File: src/rtl/seg_scan_driver.sv
`default_nettype none
// ============================================================================
// Module   : seg_scan_driver
// Purpose  : 4-digit 7-segment scan generator with per-slot dead time and a
//            frame-synchronous display buffer. Define SEG_LZB_EN to enable
//            leading-zero blanking.
// Revision : 1.0 - initial release
// ============================================================================
module seg_scan_driver #(
  parameter int DIG_CYC  = 12000,
  parameter int DEAD_CYC = 120
) (
  input  logic        clk,
  input  logic        rst_n,
  input  logic [15:0] data_in,
  input  logic        data_load,
  output logic [1:0]  sel,
  output logic [3:0]  key,
  output logic        frame_done
);

  localparam int               CNT_W     = $clog2(DIG_CYC);
  localparam logic [CNT_W-1:0] CNT_LAST  = CNT_W'(DIG_CYC - 1);
  localparam logic [CNT_W-1:0] CNT_DEAD  = CNT_W'(DEAD_CYC);
  localparam logic [CNT_W-1:0] CNT_ONE   = CNT_W'(1);
  localparam logic [3:0]       KEY_BLANK = 4'd15;

  logic [CNT_W-1:0] cnt_q, cnt_d;
  logic [1:0]       sel_q, sel_d;
  logic [3:0]       key_q, key_d;
  logic             frame_done_q, frame_done_d;
  logic [15:0]      shadow_q, shadow_d;
  logic [15:0]      pend_data_q, pend_data_d;
  logic             pend_q, pend_d;

  logic             slot_end;
  logic             frame_end;
  logic [3:0]       nib;
  logic [3:0]       digit_code;
  logic             lz_blank;

  always_comb begin
    slot_end     = (cnt_q == CNT_LAST);
    frame_end    = slot_end && (sel_q == 2'd3);
    cnt_d        = slot_end ? '0 : cnt_q + CNT_ONE;
    sel_d        = slot_end ? sel_q + 2'd1 : sel_q;
    frame_done_d = frame_end;

    pend_data_d  = data_load ? data_in : pend_data_q;
    pend_d       = pend_q;
    shadow_d     = shadow_q;
    if (frame_end) begin
      // A load coinciding with the boundary bypasses the pending register.
      if (data_load) begin
        shadow_d = data_in;
        pend_d   = 1'b0;
      end else if (pend_q) begin
        shadow_d = pend_data_q;
        pend_d   = 1'b0;
      end
    end else if (data_load) begin
      pend_d = 1'b1;
    end

    // Key is computed from next-state values so sel and key switch together.
    case (sel_d)
      2'd0:    nib = shadow_d[3:0];
      2'd1:    nib = shadow_d[7:4];
      2'd2:    nib = shadow_d[11:8];
      default: nib = shadow_d[15:12];
    endcase
    digit_code = (nib > 4'd9) ? 4'd9 : nib;

`ifdef SEG_LZB_EN
    case (sel_d)
      2'd3:    lz_blank = (shadow_d[15:12] == 4'd0);
      2'd2:    lz_blank = (shadow_d[15:8]  == 8'd0);
      2'd1:    lz_blank = (shadow_d[15:4]  == 12'd0);
      default: lz_blank = 1'b0;
    endcase
`else
    lz_blank = 1'b0;
`endif

    key_d = ((cnt_d < CNT_DEAD) || lz_blank) ? KEY_BLANK : digit_code;
  end

  always_ff @(posedge clk) begin
    if (!rst_n) begin
      cnt_q        <= '0;
      sel_q        <= 2'd0;
      key_q        <= KEY_BLANK;
      frame_done_q <= 1'b0;
      shadow_q     <= 16'h0000;
      pend_data_q  <= 16'h0000;
      pend_q       <= 1'b0;
    end else begin
      cnt_q        <= cnt_d;
      sel_q        <= sel_d;
      key_q        <= key_d;
      frame_done_q <= frame_done_d;
      shadow_q     <= shadow_d;
      pend_data_q  <= pend_data_d;
      pend_q       <= pend_d;
    end
  end

  assign sel        = sel_q;
  assign key        = key_q;
  assign frame_done = frame_done_q;

endmodule
`default_nettype wire

File: config.mk
export PLATFORM = sky130hd
export DESIGN_NAME = seg_scan_driver
export DESIGN_NICKNAME = d
export VERILOG_FILES = /design/src/rtl/seg_scan_driver.sv
export SDC_FILE = /design/constraint.sdc
export NUM_CORES = 1
export LEC_CHECK = 0
export ABC_CLOCK_PERIOD_IN_PS = 5800
export CORE_MARGIN = 8
export CORE_UTILIZATION = 47
export CTS_CLUSTER_DIAMETER = 150
export DETAILED_ROUTE_END_ITERATION = 6
export PLACE_DENSITY = 0.68
export SETUP_SLACK_MARGIN = 0.15
export SLEW_MARGIN = 20
export SYNTH_ARGS = -nofsm -noshare
export SYNTH_HDL_FRONTEND = slang
export SYNTH_SLANG_ARGS = --single-unit
File: constraint.sdc
create_clock -name clk -period 5.8 [get_ports clk]
set_input_delay 1.16 -clock clk [delete_from_list [all_inputs] [get_ports clk]]
set_output_delay 1.16 -clock clk [all_outputs]
set_load 0.03 [all_outputs]
Word level (Yosys, flattened, before mapping)
Cells that the tools add are included.
{"block": "totals", "ff_bits": 54, "input_bits": 19, "out_inout_bits": 7, "wordCells": 29}
{"block": "classes", "addsub": 2, "magnitude_cmp": 2, "n_eq_ne": 4, "n_mux": 7, "bitwise_logic": 1, "reduce_logical": 5}
{"cell": "$mux W16", "n": 3}
{"cell": "$add A14 B1 Y14 const B", "n": 1}
{"cell": "$eq A14 B14 Y1 const B", "n": 1}
{"cell": "$lt A14 B7 Y1 const B", "n": 1}
{"cell": "$mux W14", "n": 1}
{"cell": "$pmux W4 S3", "n": 1}
{"cell": "$eq A2 B2 Y1 const B", "n": 2}
{"cell": "$gt A4 B4 Y1 const B", "n": 1}
{"cell": "$reduce_or A2 Y1", "n": 2}
{"cell": "$mux W3", "n": 1}
{"cell": "$reduce_or A3 Y1", "n": 1}
{"cell": "$add A2 B1 Y2 const B", "n": 1}
{"cell": "$eq A2 B1 Y1 const B", "n": 1}
{"cell": "$logic_not A2 Y1", "n": 1}
{"cell": "$mux W2", "n": 1}
{"cell": "$logic_and A1 B1 Y1", "n": 1}
{"cell": "$not A1 Y1", "n": 1}

Logic depth before layout (Yosys ltp)
{"block": "logic_depth", "ltp_word": 6, "depth_mapped": 11}

Worst setup path before layout
No wires, ideal clock.
{"block": "synth_timing", "kind": "input port to flip-flop", "startpoint": "in data_load", "endpoint": "reg key_q[0] (netlist: key[0])", "arrival_time_ps": 2721, "t_required_ps": 5743, "path_slack_ps": 3021, "stages": 8, "path_cell_list": "clkbuf_1 or2_2 clkbuf_1 o32a_1 o221ai_1 mux4_2 nand2_1 a21o_1"}
{"block": "synth_via", "elab_chain_len": 5}
{"element": "from (decl)", "line_no": "16", "text": "input logic data_load,"}
{"element": "$mux W16 (*)", "line_no": "54", "text": "if (data_load) begin"}
{"element": "$mux W16 (*)", "line_no": "52", "text": "if (frame_end) begin"}
{"element": "$pmux W4 S3 (*)", "line_no": "66", "text": "case (sel_d)"}
{"element": "$gt A4 B4 Y1", "line_no": "72", "text": "digit_code = (nib > 4'd9) ? 4'd9 : nib;"}
{"element": "$reduce_or A3 Y1 (no source line)"}
{"element": "to (signal assigned)", "line_no": "100", "text": "key_q <= key_d;"}
{"element": "to (decl)", "line_no": "30", "text": "logic [3:0] key_q, key_d;"}
Every way passes the cells marked *; elsewhere a longest branch is shown, timed or not.
A chain may end at the register's enable or synchronous reset.

Worst setup path in the final report
Ends and elaborated chain as after synthesis.

==> flow_summary.json <==
{
  "outcome": "finished, final reports clean",
  "drive_gt1_share_pct": 7.719,
  "area_delta_synth_final_pct": 12.83,
  "gr-usage-met3_pct": 3.076,
  "clkTransAtPathRegs_ns": 0.10,
  "setup_ws_ns": 2.714,
  "initialDrtViolationCount": 82,
  "maxSlewViolCount": 0,
  "fp.coreArea_um2": 5439,
  "hold_viol": 0,
  "synthTopCellsByArea": "dfxtp_1, mux2i_1, nor2b_1",
  "diodes": 0,
  "cts_tree": "built",
  "dieArea_um2": 8229,
  "slew_headroom_pct": 44.23,
  "hold_buffers": 0,
  "critPathMaxStageDelay_ns": 0.81,
  "max_clock_freq_mhz": 324.0,
  "synth_area_um2": 2624,
  "synth.net_count": 290,
  "routedWlPerCell_um": 15.49,
  "synth_top_area_cell": "dfxtp_1",
  "grt_overflow": 0,
  "clock-root-buffer": "clkbuf_8",
  "synth_edf_count": 0,
  "finalCritPeriodShare_pct": 53.21,
  "p_total_w": 0.0006472,
  "die_h_um": 90.72,
  "ys_ff_latch": 54,
  "worstMarginPinSlew_ns": 0.8306,
  "row_count": 27,
  "drc_errors": 0,
  "post_cts_resized": 0,
  "grt_busiest_layer": "met2",
  "post-route-util_pct": 54.43,
  "wl_mm": 5.531,
  "worst_path_max_delay_cell": "clkdlybuf4s50_1",
  "grt_use_met2_pct": 24.06,
  "pre_cts_slack_ns": 2.370,
  "worst_setup_path_end_kind": "flip-flop",
  "grt.total_usage_pct": 13.98,
  "worstPathMaxFanout": 16,
  "finalClockSkew_ns": 0.008155,
  "yosysUniqueCellTypes": 45,
  "min_path_type": "flip-flop to flip-flop",
  "syn_avg_cell_area_um2": 9.754,
  "seq_area_frac_synth_pct": 41.20,
  "cts_sinks": 54,
  "ir_drop_mv": 0.1102,
  "io_buffers": 25,
  "layout_common_cells": "dfxtp_1, nor2b_1, clkdlybuf4s50_1",
  "hpwl_mm": 3.848,
  "numCtsBuffers": 5,
  "ys.warnings.count": 0,
  "grt_pass1_wl_mm": 9.570,
  "grt_use_met1_pct": 16.63,
  "gp_congestion": 0.7711,
  "clock_path_buffers": 2,
  "rsz0062_at_grt": "false",
  "synthFlopType": "dfxtp_1",
  "postSynthCellCount": 269,
  "initial_core_util_pct": 48.24,
  "ys_async_sr_fraction_pct": 0,
  "drtPass1Iterations": 4,
  "finalSetupTns_ns": 0,
  "path_class": "input pin to flip-flop",
  "viasPerCell": 5.580,
  "power.density_nw_per_um2": 218.6,
  "antenna_left": 0,
  "synth_top_area_share_pct": 41.20,
  "setup_viol_count_final": 0,
  "critical_path_required_ns": 6.02,
  "grt_max_degree": 40,
  "cts-htree-levels": 2,
  "clock_latency_ns": 0.31,
  "fin_nets": 306,
  "crit_arrival_ns": 3.30,
  "antenna_found_initial": 0,
  "period_needed_ns": 3.086,
  "worstPathCellList": "clkdlybuf4s50_1 > nand3_2 > o221ai_1 > mux4_2 > nand2_1 > a21o_1",
  "die_w_um": 90.72,
  "drv_cap": 0,
  "pin_count": 26,
  "start_kind": "input pin",
  "first_global_vias": 2015,
  "p_leak_nw": 1.063,
  "via_count": 1992,
  "final_common_cell": "dfxtp_1",
  "postCtsSetupBuffers": 0
}
-- power breakdown --
group	switching (W)	total, W	internal [W]
logic	0.0000228	0.0000523	0.0000295
clock network	0.000126	0.000209	0.0000828
registers	0.00000659	0.000386	0.000379
total	0.000156	0.000647	0.000492
-- synth_stat cells, types with 2 or more instances --
library cell   n
dfxtp_1       54
nor2b_1       30
mux2i_1       21
nor2_1        15
nand2_1       14
clkbuf_1      12
o22ai_1       12
o32a_1        12
o221ai_1      10
and2_1         9
xnor2_1        8
xor2_1         8
nand2b_1       7
a21oi_1        5
inv_1          4
buf_2          3
nand4_1        3
or2_2          3
or4_1          3
a31oi_1        2
buf_6          2
ha_1           2
nand3_2        2
nor2_2         2
nor3_1         2
nor4_1         2
o21ai_0        2
o21ai_1        2
o221ai_2       2
-- worst paths after layout --
kind                                     startpoint                  end  slack, ns  cells past startpoint
worst max-delay path                      data_load    key[0]$_SDFF_PP1_       2.71                      6
worst min register to register  cnt_q[0]$_SDFF_PP0_  cnt_q[0]$_SDFF_PP0_       0.46                      1
worst min-delay path            cnt_q[0]$_SDFF_PP0_  cnt_q[0]$_SDFF_PP0_       0.46                      1
worst max register to register  cnt_q[0]$_SDFF_PP0_    key[2]$_SDFF_PP1_       2.83                      9
-- critical path: cells and delay by family --
kind,cells,cell delay [ns]
buf+inv,1,0.81
mux,1,0.28
simple gates,2,0.50
compound gates,2,0.54
-- metal layers --
layer	routed length [um]	up-vias
li1	-	1005
met1	2583	950
met2	2703	29
met3	152	8
met4	92	0
met5	0	-
-- metrics by stage --
stage,cell area [um^2],cells,hold slack (ns)
after global placement,2877,350,0.4376
final,2960,357,0.4648
after CTS,2960,357,0.4679
after global routing,2960,357,0.5079
after floorplan,2624,269,0.4215
after detailed placement,2877,350,0.4461
-- area by class of cell --
class,count,area [um^2]
fill,503,2479
tap,72,90.09
inverter,4,15.01
clock buffer,5,68.82
clock inverter,2,15.01
sequential,54,1081
timing repair buffer,27,265.3
multi-input combinational,193,1425
-- cells by family after synthesis --
group                    synth area share (%)
AND/OR/NAND/NOR                         23.46
buffers and inverters                   4.482
XOR/XNOR                                5.341
adder cells (fa/ha/maj)                0.9536
flip-flops                              41.20
AO/OA/AOI/OAI                           15.16
multiplexers                            9.394
-- flip-flops by register name (all words and copies together) (netlist names) --
name	cells
shadow_q	16
pend_q	1
cnt_q	14
sel	2
pend_data_q	16
key	4
frame_done	1
(Power assumes the default switching activity.)
